$ cat config.mk
export PLATFORM = sky130hd
export DESIGN_NAME = walk_service_flat
export DESIGN_NICKNAME = d
export VERILOG_FILES = /design/src/rtl/traffic_pkg.sv /design/src/rtl/walk_service_if.sv /design/src/rtl/tick_down_counter.sv /design/src/rtl/walk_service.sv /design/src/flat_wrapper.sv
export SDC_FILE = /design/constraint.sdc
export NUM_CORES = 1
export LEC_CHECK = 0
export ABC_AREA = 1
export ABC_CLOCK_PERIOD_IN_PS = 1400
export CAP_MARGIN = 30
export CORE_MARGIN = 8
export CORE_UTILIZATION = 45
export DETAILED_ROUTE_END_ITERATION = 10
export PLACE_DENSITY = 0.75
export SYNTH_ARGS = -nofsm -noshare
export SYNTH_HDL_FRONTEND = slang
export SYNTH_SLANG_ARGS = --single-unit
$ cat constraint.sdc
create_clock -name Clk -period 1.4 [get_ports Clk]
set_input_delay 0.21 -clock Clk [delete_from_list [all_inputs] [get_ports Clk]]
set_output_delay 0.21 -clock Clk [all_outputs]
set_load 0.05 [all_outputs]
$ cat src/rtl/traffic_pkg.sv
`timescale 1ns/1ps
`default_nettype none
// ============================================================================
//  Module   : traffic_pkg
//  Purpose  : Shared types and constants for the intersection controllers:
//             pedestrian walk-service state encoding and phase defaults,
//             plus the vehicle controller's state encoding and timings.
//  Ports    : none (package)
//  Revision : 1.0  initial release
// ============================================================================
package traffic_pkg;

    // Every phase counter in the intersection is a 4-bit tick count.
    localparam int c_CNT_W = 4;
    typedef logic [c_CNT_W-1:0] tick_cnt_t;

    // Pedestrian walk-service phase defaults, in Tick_1Hz pulses.
    localparam tick_cnt_t c_WALK_TICKS  = 4'd7;
    localparam tick_cnt_t c_FLASH_TICKS = 4'd5;
    localparam tick_cnt_t c_GAP_TICKS   = 4'd10;

    typedef enum logic [2:0] {
        PED_IDLE  = 3'd0,
        PED_REQ   = 3'd1,
        PED_WALK  = 3'd2,
        PED_FLASH = 3'd3,
        PED_GAP   = 3'd4
    } ped_state_t;

    // Vehicle controller encoding and timings (shares tick_down_counter).
    typedef enum logic [2:0] {
        VEH_GREEN   = 3'd0,
        VEH_YELLOW  = 3'd1,
        VEH_ALL_RED = 3'd2,
        VEH_PED_HLD = 3'd3
    } veh_state_t;

    localparam tick_cnt_t c_VEH_MIN_GREEN_TICKS = 4'd12;
    localparam tick_cnt_t c_VEH_YELLOW_TICKS    = 4'd3;
    localparam tick_cnt_t c_VEH_ALL_RED_TICKS   = 4'd2;

    // Countdown is only published to the pedestrian display in WALK/FLASH.
    function automatic logic ped_shows_countdown(input ped_state_t s);
        return (s == PED_WALK) || (s == PED_FLASH);
    endfunction

endpackage : traffic_pkg
`default_nettype wire

$ cat src/rtl/walk_service_if.sv
`timescale 1ns/1ps
`default_nettype none
// ============================================================================
//  Module   : walk_service_if
//  Purpose  : Signal bundle between the pedestrian walk-service block and its
//             environment (request latch, tick source, vehicle controller,
//             lamp drivers).
//  Ports    : master - environment side (drives WR, Tick_1Hz, Vehicle_Clear)
//             slave  - walk_service side (drives WR_Reset, Ped_Busy, lamps,
//                      Countdown)
//  Revision : 1.0  initial release
// ============================================================================
interface walk_service_if;
    import traffic_pkg::*;

    logic      WR;
    logic      Tick_1Hz;
    logic      Vehicle_Clear;
    logic      WR_Reset;
    logic      Ped_Busy;
    logic      Walk_Lamp;
    logic      DontWalk_Lamp;
    tick_cnt_t Countdown;

    modport master (
        output WR, Tick_1Hz, Vehicle_Clear,
        input  WR_Reset, Ped_Busy, Walk_Lamp, DontWalk_Lamp, Countdown
    );

    modport slave (
        input  WR, Tick_1Hz, Vehicle_Clear,
        output WR_Reset, Ped_Busy, Walk_Lamp, DontWalk_Lamp, Countdown
    );

endinterface : walk_service_if
`default_nettype wire

$ cat src/rtl/tick_down_counter.sv
`timescale 1ns/1ps
`default_nettype none
// ============================================================================
//  Module   : tick_down_counter
//  Purpose  : Phase timer shared by the pedestrian and vehicle controllers.
//             Loads a value, decrements once per tick enable, saturates at 0.
//  Ports    : Clk, Reset_n      - clock, async active-low reset
//             i_load            - load i_load_value (wins over a tick)
//             i_load_value      - value to load
//             i_tick            - decrement enable
//             o_count           - current count
//             o_count_next      - value the count takes at the next edge
//             o_zero            - count is 0
//  Revision : 1.0  initial release
// ============================================================================
module tick_down_counter
    import traffic_pkg::*;
(
    input  logic      Clk,
    input  logic      Reset_n,
    input  logic      i_load,
    input  tick_cnt_t i_load_value,
    input  logic      i_tick,
    output tick_cnt_t o_count,
    output tick_cnt_t o_count_next,
    output logic      o_zero
);

    tick_cnt_t r_count;
    tick_cnt_t w_count_next;

    // Load has priority so that a tick landing on the load edge is not
    // counted; the decrement is blocked at 0 so the count never wraps.
    always_comb begin
        w_count_next = r_count;
        if (i_load) begin
            w_count_next = i_load_value;
        end else if (i_tick && (r_count != '0)) begin
            w_count_next = r_count - tick_cnt_t'(1);
        end
    end

    always_ff @(posedge Clk or negedge Reset_n) begin
        if (!Reset_n) begin
            r_count <= '0;
        end else begin
            r_count <= w_count_next;
        end
    end

    assign o_count      = r_count;
    assign o_count_next = w_count_next;
    assign o_zero       = (r_count == '0);

endmodule : tick_down_counter
`default_nettype wire

$ cat src/rtl/walk_service.sv
`timescale 1ns/1ps
`default_nettype none
// ============================================================================
//  Module   : walk_service
//  Purpose  : Pedestrian walk-service sequencer. Takes a latched walk request,
//             asks the vehicle controller for all-red, then runs the WALK,
//             flashing Don't-Walk and lock-out GAP phases, each timed in
//             Tick_1Hz pulses.
//  Ports    : Clk      - system clock, rising edge
//             Reset_n  - asynchronous active-low reset
//             bus      - walk_service_if.slave (WR, Tick_1Hz, Vehicle_Clear in;
//                        WR_Reset, Ped_Busy, Walk_Lamp, DontWalk_Lamp,
//                        Countdown out; all outputs registered)
//  Revision : 1.0  initial release
// ============================================================================
module walk_service
    import traffic_pkg::*;
#(
    parameter tick_cnt_t WALK_TICKS  = c_WALK_TICKS,   // 1..15
    parameter tick_cnt_t FLASH_TICKS = c_FLASH_TICKS,  // 1..15
    parameter tick_cnt_t GAP_TICKS   = c_GAP_TICKS     // 1..15
) (
    input  logic          Clk,
    input  logic          Reset_n,
    walk_service_if.slave bus
);

    ped_state_t r_state;
    ped_state_t w_state_next;

    logic      r_wr_reset;
    logic      r_ped_busy;
    logic      r_walk_lamp;
    logic      r_dont_walk_lamp;
    tick_cnt_t r_countdown;

    logic      w_load;
    tick_cnt_t w_load_value;
    tick_cnt_t w_count;
    tick_cnt_t w_count_next;
    logic      w_zero;
    logic      w_expire;

    // A timed phase ends on the tick that takes the count from 1 to 0, so the
    // count shown during a phase runs N..1. The zero term only matters if the
    // count were somehow already 0: the phase then ends instead of stalling.
    assign w_expire = w_zero || (bus.Tick_1Hz && (w_count == tick_cnt_t'(1)));

    always_comb begin
        w_state_next = r_state;
        case (r_state)
            PED_IDLE: begin
                if (bus.WR) w_state_next = PED_REQ;
            end
            PED_REQ: begin
                // A withdrawn request wins over a same-cycle all-red grant.
                if (!bus.WR) begin
                    w_state_next = PED_IDLE;
                end else if (bus.Vehicle_Clear) begin
                    w_state_next = PED_WALK;
                end
            end
            PED_WALK: begin
                if (w_expire) w_state_next = PED_FLASH;
            end
            PED_FLASH: begin
                if (w_expire) w_state_next = PED_GAP;
            end
            PED_GAP: begin
                if (w_expire) w_state_next = PED_IDLE;
            end
            default: w_state_next = PED_IDLE;
        endcase
    end

    // The counter is reloaded on every state change with the duration of the
    // state being entered (0 for the untimed states).
    assign w_load = (w_state_next != r_state);

    always_comb begin
        case (w_state_next)
            PED_WALK:  w_load_value = WALK_TICKS;
            PED_FLASH: w_load_value = FLASH_TICKS;
            PED_GAP:   w_load_value = GAP_TICKS;
            default:   w_load_value = '0;
        endcase
    end

    tick_down_counter u_phase_cnt (
        .Clk          (Clk),
        .Reset_n      (Reset_n),
        .i_load       (w_load),
        .i_load_value (w_load_value),
        .i_tick       (bus.Tick_1Hz),
        .o_count      (w_count),
        .o_count_next (w_count_next),
        .o_zero       (w_zero)
    );

    // State plus registered Moore outputs, all derived from the state being
    // entered so they change on the same edge as the state.
    always_ff @(posedge Clk or negedge Reset_n) begin
        if (!Reset_n) begin
            r_state          <= PED_IDLE;
            r_wr_reset       <= 1'b0;
            r_ped_busy       <= 1'b0;
            r_walk_lamp      <= 1'b0;
            r_dont_walk_lamp <= 1'b1;
            r_countdown      <= '0;
        end else begin
            r_state     <= w_state_next;
            r_wr_reset  <= (r_state == PED_REQ) && (w_state_next == PED_WALK);
            r_ped_busy  <= (w_state_next == PED_REQ)  ||
                           (w_state_next == PED_WALK) ||
                           (w_state_next == PED_FLASH);
            r_walk_lamp <= (w_state_next == PED_WALK);
            r_countdown <= ped_shows_countdown(w_state_next) ? w_count_next : '0;

            case (w_state_next)
                PED_WALK: begin
                    r_dont_walk_lamp <= 1'b0;
                end
                PED_FLASH: begin
                    // Steady on at entry, then one toggle per tick.
                    if (r_state != PED_FLASH) begin
                        r_dont_walk_lamp <= 1'b1;
                    end else if (bus.Tick_1Hz) begin
                        r_dont_walk_lamp <= ~r_dont_walk_lamp;
                    end
                end
                default: begin
                    r_dont_walk_lamp <= 1'b1;
                end
            endcase
        end
    end

    assign bus.WR_Reset      = r_wr_reset;
    assign bus.Ped_Busy      = r_ped_busy;
    assign bus.Walk_Lamp     = r_walk_lamp;
    assign bus.DontWalk_Lamp = r_dont_walk_lamp;
    assign bus.Countdown     = r_countdown;

endmodule : walk_service
`default_nettype wire

$ cat src/flat_wrapper.sv
// flat-port wrapper written by rule: the top's interface ports become plain ports
module walk_service_flat import traffic_pkg::*;
#(
    parameter tick_cnt_t WALK_TICKS  = c_WALK_TICKS,           
    parameter tick_cnt_t FLASH_TICKS = c_FLASH_TICKS,          
    parameter tick_cnt_t GAP_TICKS   = c_GAP_TICKS             
)
  (Clk, Reset_n, bus_WR, bus_Tick_1Hz, bus_Vehicle_Clear, bus_WR_Reset, bus_Ped_Busy, bus_Walk_Lamp, bus_DontWalk_Lamp, bus_Countdown);
  walk_service_if bus_i ();
  input  logic Clk;
  input  logic Reset_n;
  input wire logic [$bits(bus_i.WR)-1:0] bus_WR;
  input wire logic [$bits(bus_i.Tick_1Hz)-1:0] bus_Tick_1Hz;
  input wire logic [$bits(bus_i.Vehicle_Clear)-1:0] bus_Vehicle_Clear;
  output wire logic [$bits(bus_i.WR_Reset)-1:0] bus_WR_Reset;
  output wire logic [$bits(bus_i.Ped_Busy)-1:0] bus_Ped_Busy;
  output wire logic [$bits(bus_i.Walk_Lamp)-1:0] bus_Walk_Lamp;
  output wire logic [$bits(bus_i.DontWalk_Lamp)-1:0] bus_DontWalk_Lamp;
  output wire logic [$bits(bus_i.Countdown)-1:0] bus_Countdown;
  assign bus_i.WR = bus_WR;
  assign bus_i.Tick_1Hz = bus_Tick_1Hz;
  assign bus_i.Vehicle_Clear = bus_Vehicle_Clear;
  assign bus_WR_Reset = bus_i.WR_Reset;
  assign bus_Ped_Busy = bus_i.Ped_Busy;
  assign bus_Walk_Lamp = bus_i.Walk_Lamp;
  assign bus_DontWalk_Lamp = bus_i.DontWalk_Lamp;
  assign bus_Countdown = bus_i.Countdown;
  walk_service #(.WALK_TICKS(WALK_TICKS), .FLASH_TICKS(FLASH_TICKS), .GAP_TICKS(GAP_TICKS)) u_core (.Clk(Clk), .Reset_n(Reset_n), .bus(bus_i));
endmodule
==> results.md <==
* Initial core utilization at 45.91%
* Gate count of the mapped netlist at 83
* Cell Area, Placed at 0.001160 mm²
* Min cycle time layout at 1630 ps
* CTS buffer count at 3
* Asr flop ratio synth at 100.0%
* Via count at 751
* Ant diodes at 0
* Worst-case vdd ir drop at 1609 µV
* Highest net fanout along the worst path at 4
* Worst relative slew slack at 75.97%
* Seq/Total Area, Yosys at 49.67%
* P_sw at 0.001684 W
* Compound-Gate Fraction of Synth Area at 5.941%
* Setup_tns at -1883 ps
* Number of global-route vias before repair at 751
* Leak Pwr at 0.6806 nW
* Fin area at 0.001363 mm²
* Die area at 0.003255 mm²
* Worst-Margin Slew at 359.2 ps
* Initial antenna violation count at 0
* Adder-Cell Fraction of Synth Area at 3.300%
* Antenna-violating nets left at 0
* Max-cap check violation count at 0
* IO Pins at 13
* Worst r2r src: u_core.u_phase_cnt.o_count[0]$_DFF_PN0_
* Yosys reg bits at 15
* Clock power frac at 7.2%
* DRC viols at 0
* First-pass GRT wire length at 3325 µm
* Status: finished with violations
* Fmax at 0.6136 GHz
* Internal cell power at 0.001816 W
* P per Cell Area at 2568 mW/mm²
* Syn Nets at 90
* Post-Syn Area at 758.2 µm²
* Post-synthesis mux area share at 0%
* Total track usage at 12.70%
* # rows at 15
* Unrepaired setup endpoints after global routing: true
* Die height at 57.05 µm
* Core ar. at 0.001652 mm²
* Share of cells above drive strength 1 at 60.98%
* Distinct cells, synth at 22
* Worst min path class: in2async
* Clk root buf: clkbuf_4
* CP Data Required Time at 1630 ps
* Worst setup path startpoint: u_core.u_phase_cnt.o_count[0]$_DFF_PN0_
* Setup crit end kind: flop
* Clock transition at the registers of the reported paths at 90 ps
* CTS tree: done
* DP HPWL at 1520 µm
* Wire length per cell at 17.04 µm
* R2R Setup Slk at -230 ps
* Comb power frac at 70.8%
* Worst slack, placed at -295.0 ps
* Clock Latency Late Sink at 290 ps
* Number of synthesized flops with an enable pin at 0
* Switching share of power at 48.11%
* Setup-failing EPs final at 11
* Htree depth at 1
* Final clock skew at 4.767 ps
* Final hold violations at 0
* Clock sinks at 15
* Cell taking the most area after synthesis: dfrtp_1
* Count leader, synth: nand2_1
* Synth Flop Type: dfrtp_1
* Failing checks: negative setup slack
* Largest family of logic cells by synthesized area: simple AND/OR/NAND/NOR gates
* Synth cell count leaders: 18 x nand2_1, 14 x dfrtp_1, 9 x inv_1
* Initial DRT Pass Iterations at 4
* Final period util at 116.4%
* Ys Warns at 0
* Chip width at 57.05 µm
* Final net count at 131
* DRT Wirelength at 2385 µm
* Post-Synth Simple-Gate Area at 31.52%
* Arrival time worst endpoint at 1860 ps
* Utilization after layout at 82.50%
* Layout area overhead at 79.70%
* Port bufs at 12
* XOR/XNOR share of the synthesized area at 4.620%
* Setup ws final at -229.8 ps
* Sequential share of power at 22.0%
* Clock buffer depth at 2
* Critical setup path kind: reg2reg
* DR iter-0 viols at 18
* Synth area leaders: dfrtp_1 46%, nand2_1 8.9%, nand3_2 5.3%
* Vias/cell at 5.364
* Count of pins over their slew limit at 0
* Mean Syn Cell Area at 9.135 µm²
* Routability cong. at 0.8504
* Grt total ovfl at 0
* Crit start category: flop
* Largest net degree at the start of global routing at 16
* Top-area cell type share of the netlist area at 46.20%
[routing by layer]
layer / track usage (%) / vias to the layer above / share of wire [%]
met4: 5.034 / 0 / 3.0
met1: 12.88 / 375 / 39
met3: 2.439 / 8 / 3.2
met5: 0 / - / 0
li1: - / 348 / -
met2: 24.34 / 20 / 55
[critical path, cell delays in order, from the launching register on]
cell and delay, ps:
dfrtp_2 440, ha_4 170, nand2_2 60, inv_2 40, nand2_4 90, nand2_4 80, nand2_4 100, nand2_4 60
nor2_4 200, buf_6 140, nand3_2 70, nand2_1 100
[layout by cell type, fill, tap and decap left out, drive strengths merged, types with 3 or more instances in the layout]
cell	count
nor2	7
inv	10
buf	32
clkdlybuf4s50	4
a21oi	3
nand3	8
dfrtp	14
nand4	3
nand2	23
clkbuf	4
nor3	3
[worst paths after layout]
check                                                          end  cells past startpoint
setup / recovery           u_core.u_phase_cnt.o_count[2]$_DFF_PN0_                     11
hold / removal                       u_core.bus.Ped_Busy$_DFF_PN0_                      2
setup reg to reg           u_core.u_phase_cnt.o_count[2]$_DFF_PN0_                     11
hold reg to reg               u_core.bus.DontWalk_Lamp$_DFFE_PN1P_                      2
max in group asynchronous     u_core.bus.DontWalk_Lamp$_DFFE_PN1P_                      2
min in group Clk              u_core.bus.DontWalk_Lamp$_DFFE_PN1P_                      2
[sequential cells by signal, summed over array words and instances, names as in the netlist]
| signal | count |
|---|---|
| u_core.bus.Countdown | 4 |
| u_core.u_phase_cnt.o_count | 4 |
| u_core.r_state | 3 |
| u_core.bus.DontWalk_Lamp | 1 |
| u_core.bus.Ped_Busy | 1 |
| u_core.bus.WR_Reset | 1 |
| u_core.bus.Walk_Lamp | 1 |
[cell type report]
class | instances | area [µm²]
multi-input combinational | 58 | 504.2
timing repair buffer | 36 | 395.4
sequential | 15 | 377.9
fill | 90 | 289.0
inverter | 10 | 37.54
clock buffer | 4 | 26.28
tap | 17 | 21.27
[power by group through the flow]
stage	Combinational [W]	Sequential, W	Clock [W]
2_1_floorplan	0.000822	0.000963	0
3_3_place_gp	0.00186	0.000742	0
3_5_place_dp	0.00193	0.000750	0
4_1_cts	0.00213	0.000748	0.000253
5_1_grt	0.00261	0.000784	0.000271
6_report	0.00248	0.000769	0.000252
[through the flow]
| stage | hold slack, ps | power (W) | instances |
|---|---|---|---|
| floorplan | -85.59 | 0.001785 | 83 |
| global placement | 540.0 | 0.002597 | 133 |
| detailed placement | 542.1 | 0.002676 | 133 |
| CTS | 230.2 | 0.003126 | 139 |
| global route | 262.0 | 0.003664 | 140 |
| finish | 221.4 | 0.003500 | 140 |
[cell families (layout without fill, tap and decap cells)]
group / count (synthesis) / in the layout
simple gates: 44 / 44
flops: 15 / 15
buf+inv: 10 / 50
compound gates: 8 / 8
xor+xnor: 4 / 4
fa+ha+maj: 2 / 2
[timing repair]
item                                    in CTS  in global routing
pin swaps                                    7                 14
buffers inserted                             2                  1
gates resized for setup                     18                 18
endpoints found under the setup margin      12                 12
hold buffers                                 0                  0
Power figures use the tool's default switching activity.
